[src/rtl/uart_tx_arbiter.sv]
// Round-robin arbiter sharing one uart_tx byte channel between NUM_SRC packet sources.
// Whole-packet grants with optional source-ID header, payload length cap and stall timeout.
module uart_tx_arbiter #(
    parameter int unsigned NUM_SRC       = 4,
    parameter int unsigned HEADER_EN     = 1,
    parameter logic [7:0]  HEADER_BASE   = 8'hA0,
    parameter int unsigned MAX_PKT_LEN   = 64,
    parameter int unsigned STALL_TIMEOUT = 65535
) (
    input  logic                     clk_in,
    input  logic                     rst_n_in,
    input  logic [NUM_SRC-1:0]       src_valid_in,
    input  logic [8*NUM_SRC-1:0]     src_data_in,
    input  logic [NUM_SRC-1:0]       src_last_in,
    output logic [NUM_SRC-1:0]       src_ready_out,
    output logic                     tx_valid_out,
    output logic [7:0]               tx_byte_out,
    input  logic                     tx_ready_in,
    output logic [2:0]               grant_id_out,
    output logic                     busy_out,
    output logic                     abort_out
);

    localparam int unsigned GRANT_W = 3;
    localparam int unsigned IDX_W   = 4;
    localparam int unsigned CNT_W   = 8;
    localparam int unsigned STALL_W = $clog2(STALL_TIMEOUT + 1);

    localparam logic [CNT_W-1:0]   MAX_LEN     = CNT_W'(MAX_PKT_LEN);
    localparam logic [STALL_W-1:0] STALL_LIMIT = STALL_W'(STALL_TIMEOUT);
    localparam logic [STALL_W-1:0] STALL_SAT   = '1;

    if (NUM_SRC < 2 || NUM_SRC > 8) begin : g_bad_num_src
        $error("uart_tx_arbiter: NUM_SRC must be 2..8");
    end
    if (HEADER_BASE[2:0] != 3'd0) begin : g_bad_header_base
        $error("uart_tx_arbiter: HEADER_BASE low 3 bits must be zero");
    end
    if (MAX_PKT_LEN < 1 || MAX_PKT_LEN > 255) begin : g_bad_max_len
        $error("uart_tx_arbiter: MAX_PKT_LEN must be 1..255");
    end
    if (STALL_TIMEOUT < 1) begin : g_bad_timeout
        $error("uart_tx_arbiter: STALL_TIMEOUT must be at least 1");
    end

    typedef enum logic [1:0] {
        S_IDLE    = 2'd0,
        S_HEADER  = 2'd1,
        S_PAYLOAD = 2'd2
    } state_e;

    state_e               state_q, state_d;
    logic [GRANT_W-1:0]   grant_q, grant_d;
    logic [GRANT_W-1:0]   last_grant_q, last_grant_d;
    logic [CNT_W-1:0]     byte_count_q, byte_count_d;
    logic [STALL_W-1:0]   stall_count_q, stall_count_d;
    logic                 abort_q, abort_d;

    logic                 sel_valid;
    logic                 sel_last;
    logic [7:0]           sel_byte;
    logic                 xfer;
    logic                 pick_found;
    logic [GRANT_W-1:0]   pick_idx;
    logic [IDX_W-1:0]     cand;
    logic [CNT_W-1:0]     cnt_inc;
    logic [STALL_W-1:0]   stall_inc;

    // Select the granted source's valid/last/byte lanes
    always_comb begin : src_mux
        sel_valid = 1'b0;
        sel_last  = 1'b0;
        sel_byte  = 8'd0;
        for (int i = 0; i < int'(NUM_SRC); i++) begin
            if (grant_q == GRANT_W'(i)) begin
                sel_valid = src_valid_in[i];
                sel_last  = src_last_in[i];
                sel_byte  = src_data_in[8*i +: 8];
            end
        end
    end

    // Scan from last_grant+1 with wrap; iterating farthest-first lets the nearest valid source win
    always_comb begin : rr_pick
        pick_found = 1'b0;
        pick_idx   = '0;
        cand       = '0;
        for (int k = int'(NUM_SRC); k >= 1; k--) begin
            cand = IDX_W'(last_grant_q) + IDX_W'(k);
            if (cand >= IDX_W'(NUM_SRC)) begin
                cand = cand - IDX_W'(NUM_SRC);
            end
            for (int i = 0; i < int'(NUM_SRC); i++) begin
                if (cand == IDX_W'(i) && src_valid_in[i]) begin
                    pick_found = 1'b1;
                    pick_idx   = cand[GRANT_W-1:0];
                end
            end
        end
    end

    assign xfer      = sel_valid & tx_ready_in;
    assign cnt_inc   = byte_count_q + CNT_W'(1);
    assign stall_inc = (stall_count_q == STALL_SAT) ? stall_count_q
                                                    : stall_count_q + STALL_W'(1);

    // State register and datapath flops
    always_ff @(posedge clk_in or negedge rst_n_in) begin
        if (!rst_n_in) begin
            state_q       <= S_IDLE;
            grant_q       <= '0;
            last_grant_q  <= GRANT_W'(NUM_SRC - 1);
            byte_count_q  <= '0;
            stall_count_q <= '0;
            abort_q       <= 1'b0;
        end else begin
            state_q       <= state_d;
            grant_q       <= grant_d;
            last_grant_q  <= last_grant_d;
            byte_count_q  <= byte_count_d;
            stall_count_q <= stall_count_d;
            abort_q       <= abort_d;
        end
    end

    // Next-state and counter update
    always_comb begin : next_state
        state_d       = state_q;
        grant_d       = grant_q;
        last_grant_d  = last_grant_q;
        byte_count_d  = byte_count_q;
        stall_count_d = stall_count_q;
        abort_d       = 1'b0;
        case (state_q)
            S_IDLE: begin
                if (pick_found) begin
                    grant_d       = pick_idx;
                    last_grant_d  = pick_idx;
                    byte_count_d  = '0;
                    stall_count_d = '0;
                    state_d       = (HEADER_EN != 0) ? S_HEADER : S_PAYLOAD;
                end
            end
            S_HEADER: begin
                if (tx_ready_in) begin
                    state_d = S_PAYLOAD;
                end
            end
            S_PAYLOAD: begin
                if (xfer) begin
                    byte_count_d  = cnt_inc;
                    stall_count_d = '0;
                    // last wins over the length cap when both land on the same byte
                    if (sel_last) begin
                        state_d = S_IDLE;
                    end else if (cnt_inc == MAX_LEN) begin
                        state_d = S_IDLE;
                        abort_d = 1'b1;
                    end
                end else begin
                    stall_count_d = stall_inc;
                    if (stall_inc == STALL_LIMIT) begin
                        state_d = S_IDLE;
                        abort_d = 1'b1;
                    end
                end
            end
            default: begin
                state_d = S_IDLE;
            end
        endcase
    end

    // Channel outputs: header byte, or combinational pass-through of the granted source
    always_comb begin : outputs
        tx_valid_out  = 1'b0;
        tx_byte_out   = 8'd0;
        src_ready_out = '0;
        case (state_q)
            S_HEADER: begin
                tx_valid_out = 1'b1;
                tx_byte_out  = HEADER_BASE | 8'(grant_q);
            end
            S_PAYLOAD: begin
                tx_valid_out = sel_valid;
                tx_byte_out  = sel_byte;
                for (int i = 0; i < int'(NUM_SRC); i++) begin
                    if (grant_q == GRANT_W'(i)) begin
                        src_ready_out[i] = tx_ready_in;
                    end
                end
            end
            default: begin
                tx_valid_out = 1'b0;
            end
        endcase
    end

    assign busy_out     = (state_q != S_IDLE);
    assign grant_id_out = grant_q;
    assign abort_out    = abort_q;

endmodule

[config.mk]
export PLATFORM = sky130hd
export DESIGN_NAME = uart_tx_arbiter
export DESIGN_NICKNAME = d
export VERILOG_FILES = /design/src/rtl/uart_tx_arbiter.sv
export SDC_FILE = /design/constraint.sdc
export NUM_CORES = 1
export LEC_CHECK = 0
export CAP_MARGIN = 10
export CORE_UTILIZATION = 45
export CTS_CLUSTER_SIZE = 28
export DETAILED_ROUTE_END_ITERATION = 10
export GPL_ROUTABILITY_DRIVEN = 0
export HOLD_SLACK_MARGIN = 0.1
export PLACE_DENSITY = 0.75
export SETUP_SLACK_MARGIN = 0.3
export SYNTH_ARGS = -nofsm -noshare
export SYNTH_HDL_FRONTEND = slang
export SYNTH_SLANG_ARGS = --single-unit
export TNS_END_PERCENT = 5
[constraint.sdc]
create_clock -name clk_in -period 2.9 [get_ports clk_in]
set_clock_uncertainty 0.15 [all_clocks]
set_input_delay 0.29 -clock clk_in [delete_from_list [all_inputs] [get_ports clk_in]]
set_output_delay 0.29 -clock clk_in [all_outputs]
set_load 0.02 [all_outputs]
==> results_dict.tcl, run 1 <==
set metrics [dict create \
    status "complete, no violations" \
    synth_edf_count 0 \
    worst_pin_slew_ns 0.4275 \
    worstSetupPathType "reg -> reg" \
    wirelength_um 8295 \
    yosys.area.top_type "dfrtp_1" \
    first_iter_violations 175 \
    crit_slowest_cell "dfstp_2" \
    cp_max_fo 4 \
    cts.sinks 32 \
    antenna_cells 0 \
    synth_xor_area_frac 0.005865 \
    cts_tree "yes" \
    grt_util_met2 0.4225 \
    max_clock_freq_mhz 358.2 \
    final_nets 489 \
    async_reset_ff_frac 1.000 \
    finalHoldViolations 0 \
    drc_errors 0 \
    num_rows 29 \
    r2r_cells 11 \
    syn-cell-area_um2 2987 \
    syn_to_final_growth_pct 32.72 \
    drive_gt1_frac 0.1986 \
    powerDensity_nw_per_um2 825.0 \
    route.detailed.wl_per_inst_um 16.26 \
    synth_flop_cell "dfrtp_1" \
    reg2reg_to "byte_count_q[4]" \
    crit_path_start_kind "flop" \
    antenna_found_initial 0 \
    yosys_warnings 0 \
    clk_latency_ns 0.29 \
    setup_viol 0 \
    crit_family "simple AND/OR/NAND/NOR gates" \
    fin_tns_setup_ns 0 \
    synth_adder_area_share 0.05865 \
    ioPinCount 61 \
    period_needed_ns 2.792 \
    rsz0062_at_grt "true" \
    grtUsageMet1 0.2888 \
    fin_util 0.6207 \
    yosysTopAreaCellShare 0.2514 \
    cts_made_buffers 5 \
    synthCells 360 \
    start_util 0.4677 \
    r2r_setup_slack_ns 0.11 \
    ir_worst_vdd_v 0.0005308 \
    crit_arrival_ns 2.87 \
    place_ws_ns 0.05099 \
    overflow 0 \
    synthSimpleGateAreaFrac 0.2702 \
    worstPathRequired_ns 2.98 \
    hp-class "in -> async" \
    grt_pass1_vias 3081 \
    synth_top_family_by_area "compound AO/OA/AOI/OAI gates" \
    dr_total_vias 3145 \
    fillCellCount 573 \
    multiInputGateArea_um2 2083 \
    syn_area_per_cell_um2 8.296 \
    cp_cell_sequence "inv_4 -> ha_4 -> xnor2_1 -> ha_2 -> nand2_2 -> o2111ai_4 -> o2111ai_4 -> o21a_2 -> nand2_4 -> or4b_4 -> nand3_2" \
    grt_pass1_wl_um 13880 \
    critPathMaxStageDelay_ns 0.55 \
    cp-end-kind "flop" \
    die_w_um 83.47 \
    grt_util_met3 0.05539 \
    cap_viol_max_count 0 \
    htree_levels 2 \
    cts.clk_slew.worst_paths_ns 0.07 \
    synth_area_leaders "dfrtp_1 25%, o21ai_0 6.2%, ha_1 5.9%" \
    postRouteAntennaNets 0 \
    die_h_um 83.47 \
    yosysSeqAreaShare 0.2690 \
    dp.final_hpwl_um 5946 \
    ff_latch_area_um2 803.3 \
    finalWorstSetupSlack_ns 0.1082 \
    ys_types 71 \
    fin_crit_sh 0.9627 \
    slew_viol_final 0 \
    path_buf_inv 1 \
    numPortBuffers 60 \
    reg2reg_from "last_grant_q[0]" \
    top_usage_layer "met2" \
    clock_path_buffers 2 \
    cts-root-buf "clkbuf_8" \
    ys_ff_latch 32 \
    coreArea_um2 6386 \
    synth-compound-area-share 0.2757 \
    drtPass1Iterations 5 \
    power.leakage_nw 1.628 \
    grt_max_degree 33 \
    ctsHoldBuffers 0 \
    cpMostUsedCell "o2111ai_4" \
    dieArea_um2 6966 \
    mappedNetlistNets 417 \
    slew_headroom 0.7150 \
    grtUsageTotal 0.2436 \
    muxShareOfSynthArea 0.05991 \
    vias_per_cell 6.167 \
]
[placed cells by master, fill, tap and decap left out, types with 6 or more instances in the layout]
master           netlist  layout
a21oi_1               14      14
nand2_1               38      36
o22ai_1               11      10
a22o_1                 8       8
nor2_1                23      23
dfrtp_1               30      30
mux2_2                 8       8
and3_1                 8       8
nor3_1                 9       9
o21ai_0               37      34
clkdlybuf4s50_1        0      60
nand3_1               13      12
buf_4                  3      23
clkbuf_8               0       6
a31oi_1               10      10
inv_1                 12       9
ha_1                  14      11
[where the power goes]
group          internal (mW)  switching, mW
registers              0.527         0.0959
logic                   1.07           1.22
clock network          0.189          0.171
[cells in the mapped netlist (3+ instances only)]
cell	n
and4_1	5
mux2_2	8
o21a_1	4
o21ai_0	37
nor2_1	23
nor3_1	9
nor4_1	4
a21o_1	4
buf_6	4
nand3b_1	4
and3_1	8
a22o_1	8
a21oi_1	14
ha_1	14
buf_4	3
clkbuf_1	7
nor2b_1	3
o22ai_1	11
or3_1	3
and2_1	4
a22oi_1	5
nand2b_1	3
mux2i_1	4
nand4_1	5
a31oi_1	10
nand2_1	38
dfrtp_1	30
inv_1	12
nand3_1	13
buf_2	7
[logic make-up (layout without fill, tap and decap cells)]
group | Yosys count | count (layout)
simple gates | 140 | 140
xor+xnor | 2 | 2
buf+inv | 35 | 108
compound gates | 122 | 122
flops | 32 | 32
mux | 15 | 15
fa+ha+maj | 14 | 14
[flip-flops by register name, summed over array words and instances (netlist names), named ones only]
signal	flops
abort_out	1
byte_count_q	8
grant_id_out	2
last_grant_q	2
stall_count_q	16
state_q	2
[stage by stage]
step	area [um^2]	hold WS (ns)	instances	total power, mW
after floorplan	3008	-0.1556	360	1.888
after global placement	3701	0.3623	490	2.539
after detailed placement	3701	0.3686	490	2.583
after CTS	3877	0.2615	506	3.086
after global routing	3964	0.2838	510	3.496
final	3964	0.2505	510	3.270
[per-layer routing]
metal  part of all wire  up-vias  wire length [um]
met1               0.41     1481              3389
met2               0.50      130              4142
li1                   -     1509                 -
met4              0.030        0               249
met5                  0        -                 0
met3              0.062       25               513
[worst register-to-register path, cell delays in order, from the launching register on]
cell       delay, ns
dfstp_2         0.55
inv_4           0.05
ha_4            0.15
xnor2_1         0.14
ha_2            0.32
nand2_2         0.11
o2111ai_4       0.15
o2111ai_4       0.26
o21a_2          0.21
nand2_4         0.07
or4b_4          0.49
nand3_2         0.08
[worst max path at each step]
| stage | from | to | cells after the start |
|---|---|---|---|
| finish | last_grant_q[0] | byte_count_q[4] | 11 |
| global placement | last_grant_q[1] | stall_count_q[1] | 11 |
| detailed placement | last_grant_q[0] | stall_count_q[1] | 11 |
| floorplan | last_grant_q[1] | byte_count_q[4] | 11 |
| global route | last_grant_q[0] | byte_count_q[4] | 12 |
| CTS | last_grant_q[0] | byte_count_q[4] | 11 |
[cell type report]
class                      instances  area share
multi-input combinational        293      0.5256
timing repair buffer              88      0.2115
sequential                        32      0.2027
tap                               77     0.02431
clock buffer                       6     0.02083
inverter                          12     0.01263
clock inverter                     2    0.002525
[repair_timing]
action | 4_1_cts | 5_1_grt
setup endpoints to repair | 39 | 43
setup buffers | 8 | 3
pin swaps | 6 | 6
resized for setup | 5 | 16
cloned | 0 | 1
(Power assumes the default switching activity.)
==> run 2, diff against run 1 <==
--- a/config.mk
+++ b/config.mk
@@ -7,6 +7,8 @@
 export LEC_CHECK = 0
 export CAP_MARGIN = 10
 export CORE_UTILIZATION = 45
+export CTS_BUF_LIST = sky130_fd_sc_hd__clkbuf_4
+export CTS_CLUSTER_DIAMETER = 150
 export CTS_CLUSTER_SIZE = 28
 export DETAILED_ROUTE_END_ITERATION = 10
 export GPL_ROUTABILITY_DRIVEN = 0
==> run 2 against run 1 <==
  * Critical path depth stayed put
  * Final cell count is the same
  * Via count grew 1.2%
  * Die area is the same
  * Design area is 2.3% higher
  * Hold slack worse by 0.063 ns
  * Combinational power grew 6%
  * Clock power decreased by 30%
  * Sequential share of layout area shrank 0.33 points
  * Routed wire length increased by 3.3%
  * Sequential power up 1%
  * Critical path type unchanged
  * Largest power group unchanged
==> results_dict.tcl, run 2 (synthesized netlist as in run 1, its figures left out) <==
set metrics [dict create \
    htree_levels 2 \
    vias_per_cell 6.239 \
    grt_util_met2 0.4359 \
    rsz0062_at_grt "true" \
    hp-class "in -> async" \
    grtUsageTotal 0.2493 \
    ioPinCount 61 \
    numPortBuffers 60 \
    start_util 0.4677 \
    cp_cell_sequence "inv_4 -> ha_4 -> xnor2_1 -> ha_2 -> a21o_1 -> a32o_2 -> o2111ai_4 -> o21a_2 -> nand2_2 -> or4b_1 -> nand3_1" \
    overflow 0 \
    finalHoldViolations 0 \
    ctsHoldBuffers 0 \
    cts.clk_slew.worst_paths_ns 0.11 \
    cts_made_buffers 5 \
    grt_max_degree 33 \
    antenna_found_initial 0 \
    layout_commonest_cell "clkdlybuf4s50_1" \
    power.leakage_nw 1.829 \
    grt_pass1_wl_um 14290 \
    clk_latency_ns 0.34 \
    fillCellCount 572 \
    slew_viol_final 0 \
    slew_headroom 0.7147 \
    fin_tns_setup_ns 0 \
    setup_viol 0 \
    seqPwrFrac 0.191 \
    crit_slowest_cell "dfstp_2" \
    top_usage_layer "met2" \
    intPower_mw 1.749 \
    power.net_switching_mw 1.552 \
    cp-end-kind "flop" \
    clkPwrFrac 0.077 \
    route.detailed.wl_per_inst_um 16.80 \
    dieArea_um2 6966 \
    drive_gt1_frac 0.2402 \
    p_sw_frac 0.4701 \
    dp.final_hpwl_um 5946 \
    critPathMaxStageDelay_ns 0.57 \
    antenna_cells 0 \
    cts-root-buf "clkbuf_4" \
    reg_top3 "stall_count_q x16, byte_count_q x8" \
    regMostFlops "stall_count_q" \
    worstSetupPathType "reg -> reg" \
    status "complete, no violations" \
    finalWorstSetupSlack_ns 0.06688 \
    cts_tree "yes" \
    combinationalPowerShare 0.732 \
    path_buf_inv 1 \
    grt_pass1_vias 3153 \
    worstPathRequired_ns 3.03 \
    fin_util 0.6350 \
    powerDensity_nw_per_um2 813.9 \
    crit_arrival_ns 2.96 \
    worst_pin_slew_ns 0.4161 \
    grt_util_met3 0.06034 \
    grtUsageMet1 0.2977 \
    die_h_um 83.47 \
    die_w_um 83.47 \
    clock_path_buffers 2 \
    final_nets 489 \
    wirelength_um 8568 \
    dr_total_vias 3182 \
    num_rows 29 \
    first_iter_violations 265 \
    ir_worst_vdd_v 0.0005354 \
    most-common-layout-cells "47 x clkdlybuf4s50_1, 35 x nand2_1, 26 x dfrtp_1" \
    period_needed_ns 2.833 \
    crit_family "compound AO/OA/AOI/OAI gates" \
    drc_errors 0 \
    crit_path_start_kind "flop" \
    max_clock_freq_mhz 353.0 \
    largest_reg_flops 16 \
    syn_to_final_growth_pct 35.78 \
    r2r_setup_slack_ns 0.07 \
    drtPass1Iterations 5 \
    cts.sinks 32 \
    fin_crit_sh 0.9769 \
    postRouteAntennaNets 0 \
    place_ws_ns 0.05099 \
    cap_viol_max_count 0 \
    coreArea_um2 6386 \
    cp_max_fo 4 \
]
run 2: changes by cell type in the layout (fill, tap and decap cells not counted), moves of 5 or more:
| cell | before | now |
|---|---|---|
| o21ai_0 | 34 | 23 |
| o21ai_1 | 3 | 10 |
| clkdlybuf4s50_1 | 60 | 47 |
| clkbuf_8 | 6 | 0 |
| dlymetal6s2s_1 | 0 | 12 |
| clkbuf_4 | 0 | 5 |
run 2: worst paths after layout:
check	from	endpoint	depth (start not counted)
min in group clk_in	byte_count_q[1]	byte_count_q[1]	2
setup / recovery	last_grant_q[1]	byte_count_q[4]	11
max in group asynchronous	rst_n_in	last_grant_q[0]	2
setup reg to reg	last_grant_q[1]	byte_count_q[4]	11
hold / removal	rst_n_in	stall_count_q[15]	2
hold reg to reg	byte_count_q[1]	byte_count_q[1]	2
run 2: what timing repair did:
| action | CTS | global route |
|---|---|---|
| resized for setup | 13 | 52 |
| setup buffers | 12 | 0 |
| setup endpoints to repair | 42 | 44 |
| pin swaps | 7 | 14 |
run 2: power by group through the flow:
stage | registers [mW] | logic, mW | clock network (mW)
CTS | 0.623 | 2.24 | 0.260
finish | 0.630 | 2.42 | 0.253
detailed placement | 0.626 | 1.96 | 0
global placement | 0.625 | 1.91 | 0
global route | 0.643 | 2.60 | 0.282
floorplan | 0.629 | 1.26 | 0
run 2: metal layers:
| layer | wire (um) | part of all wire |
|---|---|---|
| met5 | 0 | 0 |
| met4 | 157 | 0.018 |
| met3 | 614 | 0.072 |
| met2 | 4367 | 0.51 |
| met1 | 3429 | 0.40 |
run 2: per-stage QoR:
stage | area, um^2 | hold slack [ns] | power, mW | instances
detailed placement | 3701 | 0.3686 | 2.583 | 490
CTS | 3906 | 0.1955 | 3.123 | 510
floorplan | 3008 | -0.1556 | 1.888 | 360
finish | 4055 | 0.1871 | 3.301 | 510
global route | 4055 | 0.2068 | 3.523 | 510
global placement | 3701 | 0.3623 | 2.539 | 490
run 2: final cells by class:
| cell class | instances | area (um^2) | share of cell area |
|---|---|---|---|
| tap | 77 | 96.34 | 0.02376 |
| sequential | 32 | 808.3 | 0.1993 |
| clock buffer | 5 | 37.54 | 0.009256 |
| clock inverter | 3 | 13.76 | 0.003394 |
| timing repair buffer | 88 | 879.6 | 0.2169 |
| multi-input combinational | 293 | 2170 | 0.5350 |
| inverter | 12 | 50.05 | 0.01234 |
